===== src/rtl/quad_decoder_ud.sv =====
// Quadrature decoder: synchroniser, per-channel glitch filter, Gray-code phase decode to Up/Dw/err strobes.
// Define QDEC_X4_EN for a strobe on every legal step; undefined gives one strobe per encoder cycle (into phase 00).
module quad_decoder_ud #(
    parameter int SYNC_STAGES = 2,
    parameter int FILT_CNT    = 8,
    parameter int ERRW        = 8
) (
    input  logic            clk,
    input  logic            rst,
    input  logic            qa,
    input  logic            qb,
    input  logic            clr_err,
    output logic            Up,
    output logic            Dw,
    output logic            dir,
    output logic            err,
    output logic [ERRW-1:0] err_cnt
);

    localparam int FCW = (FILT_CNT < 1) ? 1 : $clog2(FILT_CNT + 1);
    localparam int ICW = $clog2(SYNC_STAGES + 1);

    typedef enum logic {S_INIT, S_RUN} state_t;

    state_t                 r_state;
    state_t                 w_state_nxt;
    logic [ICW-1:0]         r_init_cnt;
    logic [SYNC_STAGES-1:0] r_sync_a;
    logic [SYNC_STAGES-1:0] r_sync_b;
    logic [1:0]             w_s;
    logic [1:0]             w_ld;
    logic [1:0]             w_p;
    logic [1:0]             r_p_prev;
    logic                   w_init_last;
    logic                   w_run;
    logic                   w_fwd;
    logic                   w_bwd;
    logic                   w_up_nxt;
    logic                   w_dw_nxt;
    logic                   w_err_nxt;
    logic                   r_up;
    logic                   r_dw;
    logic                   r_err;
    logic                   r_dir;
    logic [ERRW-1:0]        r_err_cnt;

    assign w_s         = {r_sync_a[SYNC_STAGES-1], r_sync_b[SYNC_STAGES-1]};
    // Value the last sync stage takes on this edge, so the seeded phase matches the synced one.
    assign w_ld        = {r_sync_a[SYNC_STAGES-2], r_sync_b[SYNC_STAGES-2]};
    assign w_init_last = (r_state == S_INIT) && (r_init_cnt == ICW'(SYNC_STAGES - 1));
    assign w_run       = (r_state == S_RUN);

    always_ff @(posedge clk or posedge rst) begin
        if (rst) begin
            r_state    <= S_INIT;
            r_init_cnt <= '0;
            r_sync_a   <= '0;
            r_sync_b   <= '0;
        end else begin
            r_state  <= w_state_nxt;
            r_sync_a <= {r_sync_a[SYNC_STAGES-2:0], qa};
            r_sync_b <= {r_sync_b[SYNC_STAGES-2:0], qb};
            if (r_state == S_INIT)
                r_init_cnt <= r_init_cnt + 1'b1;
        end
    end

    always_comb begin
        w_state_nxt = r_state;
        case (r_state)
            S_INIT:  if (w_init_last) w_state_nxt = S_RUN;
            S_RUN:   w_state_nxt = S_RUN;
            default: w_state_nxt = S_INIT;
        endcase
    end

    generate
        if (FILT_CNT == 0) begin : g_nofilt
            assign w_p = w_s;
        end else begin : g_filt
            logic [1:0]     r_f;
            logic [FCW-1:0] r_fc [2];

            always_ff @(posedge clk or posedge rst) begin
                if (rst) begin
                    r_f <= '0;
                    for (int i = 0; i < 2; i++) r_fc[i] <= '0;
                end else if (w_init_last) begin
                    r_f <= w_ld;
                    for (int i = 0; i < 2; i++) r_fc[i] <= '0;
                end else if (w_run) begin
                    for (int i = 0; i < 2; i++) begin
                        if (w_s[i] == r_f[i]) begin
                            r_fc[i] <= '0;
                        end else if (r_fc[i] == FCW'(FILT_CNT - 1)) begin
                            r_f[i]  <= w_s[i];
                            r_fc[i] <= '0;
                        end else begin
                            r_fc[i] <= r_fc[i] + 1'b1;
                        end
                    end
                end
            end

            assign w_p = r_f;
        end
    endgenerate

    always_comb begin
        w_fwd = 1'b0;
        w_bwd = 1'b0;
        case (r_p_prev)
            2'b00: begin w_fwd = (w_p == 2'b10); w_bwd = (w_p == 2'b01); end
            2'b10: begin w_fwd = (w_p == 2'b11); w_bwd = (w_p == 2'b00); end
            2'b11: begin w_fwd = (w_p == 2'b01); w_bwd = (w_p == 2'b10); end
            default: begin w_fwd = (w_p == 2'b00); w_bwd = (w_p == 2'b11); end
        endcase
    end

    assign w_err_nxt = w_run && ((w_p ^ r_p_prev) == 2'b11);
`ifdef QDEC_X4_EN
    assign w_up_nxt  = w_run && w_fwd;
    assign w_dw_nxt  = w_run && w_bwd;
`else
    assign w_up_nxt  = w_run && w_fwd && (w_p == 2'b00);
    assign w_dw_nxt  = w_run && w_bwd && (w_p == 2'b00);
`endif

    always_ff @(posedge clk or posedge rst) begin
        if (rst) begin
            r_up      <= 1'b0;
            r_dw      <= 1'b0;
            r_err     <= 1'b0;
            r_dir     <= 1'b0;
            r_p_prev  <= '0;
            r_err_cnt <= '0;
        end else begin
            r_up     <= w_up_nxt;
            r_dw     <= w_dw_nxt;
            r_err    <= w_err_nxt;
            r_p_prev <= w_init_last ? w_ld : w_p;
            // Direction follows every legal step, including ones the x1 build does not strobe.
            if (w_run && w_fwd)
                r_dir <= 1'b1;
            else if (w_run && w_bwd)
                r_dir <= 1'b0;
            if (clr_err)
                r_err_cnt <= '0;
            else if (r_err && (r_err_cnt != {ERRW{1'b1}}))
                r_err_cnt <= r_err_cnt + 1'b1;
        end
    end

    assign Up      = r_up;
    assign Dw      = r_dw;
    assign err     = r_err;
    assign dir     = r_dir;
    assign err_cnt = r_err_cnt;

endmodule


===== config.mk =====
export PLATFORM = sky130hd
export DESIGN_NAME = quad_decoder_ud
export DESIGN_NICKNAME = d
export VERILOG_FILES = /design/src/rtl/quad_decoder_ud.sv
export SDC_FILE = /design/constraint.sdc
export NUM_CORES = 1
export LEC_CHECK = 0
export BUFFER_PORTS_ARGS = -buffer_cell sky130_fd_sc_hd__buf_2
export CAP_MARGIN = 25
export CORE_MARGIN = 5
export CORE_UTILIZATION = 57
export DETAILED_ROUTE_END_ITERATION = 16
export PLACE_DENSITY = 0.81
export SLEW_MARGIN = 20
export SYNTH_ARGS = -nofsm -noshare
export SYNTH_HDL_FRONTEND = slang
export SYNTH_SLANG_ARGS = --single-unit

===== constraint.sdc =====
create_clock -name clk -period 1.9 [get_ports clk]
set_input_delay 0.095 -clock clk [delete_from_list [all_inputs] [get_ports clk]]
set_output_delay 0.095 -clock clk [all_outputs]
set_load 0.005 [all_outputs]

* Word level (Yosys, flattened, before mapping)
Cells that the tools add are included.
Storage, ports and cells: flip-flop bits (word level) 31, input port bits 5, output and inout bits 12, word-level logic and storage cells 71
Cells by class: add/sub/neg operators 4, equality and inequality tests 14, multiplexer cells 21, bitwise operators 2, reductions and logical operators 16
Operator list (count):
- 8-bit 2-to-1 mux | 4
- 4-bit 2-to-1 mux | 4
- 2-bit equality test, second input constant | 5
- 2-bit nonzero test | 5
- 4-bit by 1-bit adder with 4-bit output, second input constant | 2
- 8-bit by 1-bit adder with 8-bit output, second input constant | 1
- 4-bit by 3-bit equality test with 1-bit output, second input constant | 2
- 8-bit inequality test, second input constant | 1
- 1-bit logical AND | 7
- 1-bit 2-to-1 mux | 7
- 2-bit 2-to-1 mux | 3
- 1-bit case mux with 3 select lines | 2
- 3-bit AND reduction | 2
- 2-bit by 1-bit equality test with 1-bit output, second input constant | 2
- 2-bit logical NOT | 2
- 2-bit inequality test, second input constant | 2
- 2-bit by 1-bit adder with 2-bit output, second input constant | 1
- 1-bit equality test | 2
- 1-bit case mux with 2 select lines | 1
- 2-bit XOR | 1
- 1-bit inverter | 1

* Depth between registers and ports, before layout
word-level depth 5, depth in mapped cells 5, depth with buffers taken out 5

* Least setup slack after synthesis
Ideal clock, no wire load.
path kind register -> register, start point register r_err_cnt[0] (netlist: err_cnt[0]), end point register r_err_cnt[0] (netlist: err_cnt[0]), setup time 125 ps, arrival 1530 ps, required time 1775 ps, slack 246 ps, cell stages (with the launch flop) 6, path buffers 1, period minus slack after synthesis 1654 ps, path through dfrtp_1 -> ha_1 -> and4_1 -> buf_2 -> a21boi_1 -> mux2_2
On the way: longest elaborated chain between the ends 3, elaborated cells between the ends (all ways) 6, classes of those cells add/sub: 1; eq/ne: 1; mux: 2; reduce/logical: 2
RTL lines:
- start, declared | line 45 | logic [ERRW-1:0] r_err_cnt;
- start signal, assigned | line 150 | r_err_cnt <= r_err_cnt + 1'b1;
- 8-bit by 1-bit adder with 8-bit output / 8-bit inequality test (equally long branches) | line 150, 149
- 8-bit 2-to-1 mux / 1-bit logical AND (equally long branches) | line 149 | else if (r_err && (r_err_cnt != {ERRW{1'b1}}))
- 8-bit 2-to-1 mux / 2-bit nonzero test (equally long branches)
Several ways; a longest one is shown, not always the timed one. The select of a mux whose other input is x is not followed. A chain may end at the register's enable or synchronous reset.

* Worst setup path after layout
Ends and elaborated chain as after synthesis.

==> flow_metrics.tcl <==
set metrics [dict create \
    cellLeakagePower_nw 0.813 \
    fin_crit_sh_pct 91.0 \
    syn_nets 142 \
    skew_ns 0.0128 \
    dieArea_mm2 0.00377 \
    synth_compound_area_share_pct 9.21 \
    rows 18 \
    numCtsBuffers 5 \
    clockBufferDepth 2 \
    power_mw 2.04 \
    setup_tns_ns 0 \
    peakVddDrop_mv 1.12 \
    yosysWarnings 0 \
    status "finished clean" \
    synth_mux_area_share_pct 9.13 \
    p_per_area_mw_per_mm2 1180 \
    slew_headroom_pct 66.8 \
    synth_top_family_by_area "simple AND/OR/NAND/NOR gates" \
    fmaxAchievable_mhz 579 \
    timing.final.ws_setup_ns 0.172 \
    antenna_cells 0 \
    cts.htree.levels 2 \
    max-cap-violations 0 \
    critPathLaunchType "flop" \
    hold_violations 0 \
    antenna_found_initial 0 \
    dieHeight_um 61.4 \
    grt_pass1_wl_mm 4.95 \
    grt_pass1_vias 1132 \
    stdcell_area_mm2 0.00172 \
    globalRoute.totalOverflow 0 \
    area_growth_pct 14.3 \
    worstPathArrival_ns 1.97 \
    synthSimpleGateAreaFrac_pct 16.7 \
    ys_ff_latch 31 \
    wl_per_cell_um 14.6 \
    cts_resized 0 \
    drt-total-wl_mm 2.72 \
    final_layout_size_suffix_gt1_share_pct 21.8 \
    fin_nets 164 \
    core_area_mm2 0.00250 \
    chipWidth_um 61.4 \
    yosys.cell_types.count 35 \
    track_usage_pct 18.2 \
    start_util_pct 60.3 \
    min_path_type "input pin to flop" \
    via_per_inst 5.69 \
    crit_family "flip-flops" \
    crit_path_max_fanout 7 \
    pre_cts_ws_ns 0.198 \
    syn_avg_cell_area_um2 11.3 \
    drtIter0Drc 25 \
    placed_cell_area_mm2 0.00161 \
    critPathBufInv 0 \
    place_hpwl_mm 1.89 \
    io-pin-count 17 \
    rsz0062_at_grt "no" \
    cts_root_buf "clkbuf_4" \
    worstSetupPathType "flop to flop" \
    worst_pin_slew_ns 0.496 \
    vias 1059 \
    synthXorXnorAreaFrac_pct 6.47 \
    clk_latency_ns 0.34 \
    critical-path-max-stage-delay_ns 0.47 \
    synth_fa_ha_area_share_pct 3.32 \
    slowest_stage "dfrtp_1" \
    syn_area_mm2 0.00151 \
    path_cells "ha_1 -> and4_1 -> a21boi_1 -> mux2_2" \
    place.port_buffers 16 \
    layout_commonest_cell "dfrtp_1" \
    endpoint_kind "flop" \
    drc 0 \
    synth_cells 133 \
    yosysSeqAreaShare_pct 51.5 \
    cts_sinks 31 \
    gp_congestion 0.805 \
    required_ns 2.14 \
    dr.pass1.iters 4 \
    drv_slew 0 \
    postRouteAntennaNets 0 \
    setup_viol 0 \
    post-route-min-period_ns 1.73 \
    path_clk_slew_ns 0.11 \
    grt_max_degree 32 \
    final_cell_mix "31 x dfrtp_1, 16 x buf_2, 7 x mux2i_1, 7 x nor2b_1, 7 x nand3_1" \
    cts_tree "done" \
    holdWs_ns 0.0737 \
]
layer usage:
metal	up-vias	routed length (um)	track usage, %
met2	19	1340	30.4
li1	518	-	-
met1	512	1200	21.2
met4	0	70	10.3
met5	-	0	0
met3	10	106	5.03
final cells by class:
cell class	count	area [um^2]
well taps	30	37.5
repair buffers	21	125
inverters	6	22.5
flip-flops and latches	31	776
clock inverters	2	35.0
fillers	167	777
clock buffers	6	51.3
multi-input cells	90	676
synth_stat cells (all sizes together):
cell type  instances  share of area, %
xnor2              3               1.7
nand2b             2              0.83
ha                 4               3.3
nand4              4               1.7
a21boi             1              0.50
a32o               3               2.0
mux2i              7               4.6
mux2               6               4.5
nand2              4               1.0
nor3b              3               1.5
or4b               1              0.66
dfrtp             31                51
o21ai              4               1.3
nand3              7               2.3
a31oi              3               1.2
o21bai             1              0.50
xor2               6               4.7
clkbuf             2              0.58
nor2               5               1.2
inv                6               1.5
or3                1              0.42
and4               2               1.2
and3               1              0.42
buf                4               1.7
a211oi             4               2.0
a21oi              5               1.7
nor4b              1              0.58
nor2b              7               2.9
nand3b             2               1.0
nor3               3               1.0
per-stage QoR:
stage,util [%],instances
floorplan,-,133
global placement,64.3,175
detailed placement,64.3,175
CTS,68.9,186
global route,68.9,186
finish,68.9,186
power by group:
group / switching (mW) / leakage [nW] / total (mW) / internal, mW
combinational: 0.217 / 0.371 / 0.506 / 0.289
clock: 0.234 / 0.0482 / 0.545 / 0.311
sequential: 0.190 / 0.394 / 0.991 / 0.801
total: 0.642 / 0.813 / 2.04 / 1.40
final timing paths:
check / cells after the start / from / slack, ns / endpoint
max in group asynchronous: 4 / rst / 1.24 / g_filt.r_fc[6]$_DFFE_PP0P_
min in group asynchronous: 4 / rst / 0.37 / err$_DFF_PP0_
worst max-delay path: 4 / err_cnt[0]$_DFFE_PP0P_ / 0.17 / err_cnt[0]$_DFFE_PP0P_
worst min-delay path: 2 / clr_err / 0.07 / err_cnt[4]$_DFFE_PP0P_
worst max register to register: 4 / err_cnt[0]$_DFFE_PP0P_ / 0.17 / err_cnt[0]$_DFFE_PP0P_
worst min register to register: 0 / r_sync_b[0]$_DFF_PP0_ / 0.44 / r_sync_b[1]$_DFF_PP0_
sequential cells by signal, summed over array words and instances, names as in the netlist, 2 cells and up:
signal,count
g_filt.r_f,2
r_p_prev,2
r_sync_b,2
err_cnt,8
r_sync_a,2
g_filt.r_fc,8
r_init_cnt,2
worst reg2reg max path, stage by stage, from the launching register on:
cell	delay, ns
dfrtp_1	0.47
ha_1	0.27
and4_1	0.28
a21boi_1	0.23
mux2_2	0.37
logic make-up after synthesis:
kind of cell / count (synthesis)
buffers and inverters: 12
AND/OR/NAND/NOR: 43
AO/OA/AOI/OAI: 21
adder cells (fa/ha/maj): 4
flip-flops: 31
XOR/XNOR: 9
multiplexers: 13
what timing repair did:
action                    CTS  global route
hold endpoints to repair   33             0
setup buffers               0             0
hold buffers                3             0
Note: power is estimated with default switching activity, not from simulation.
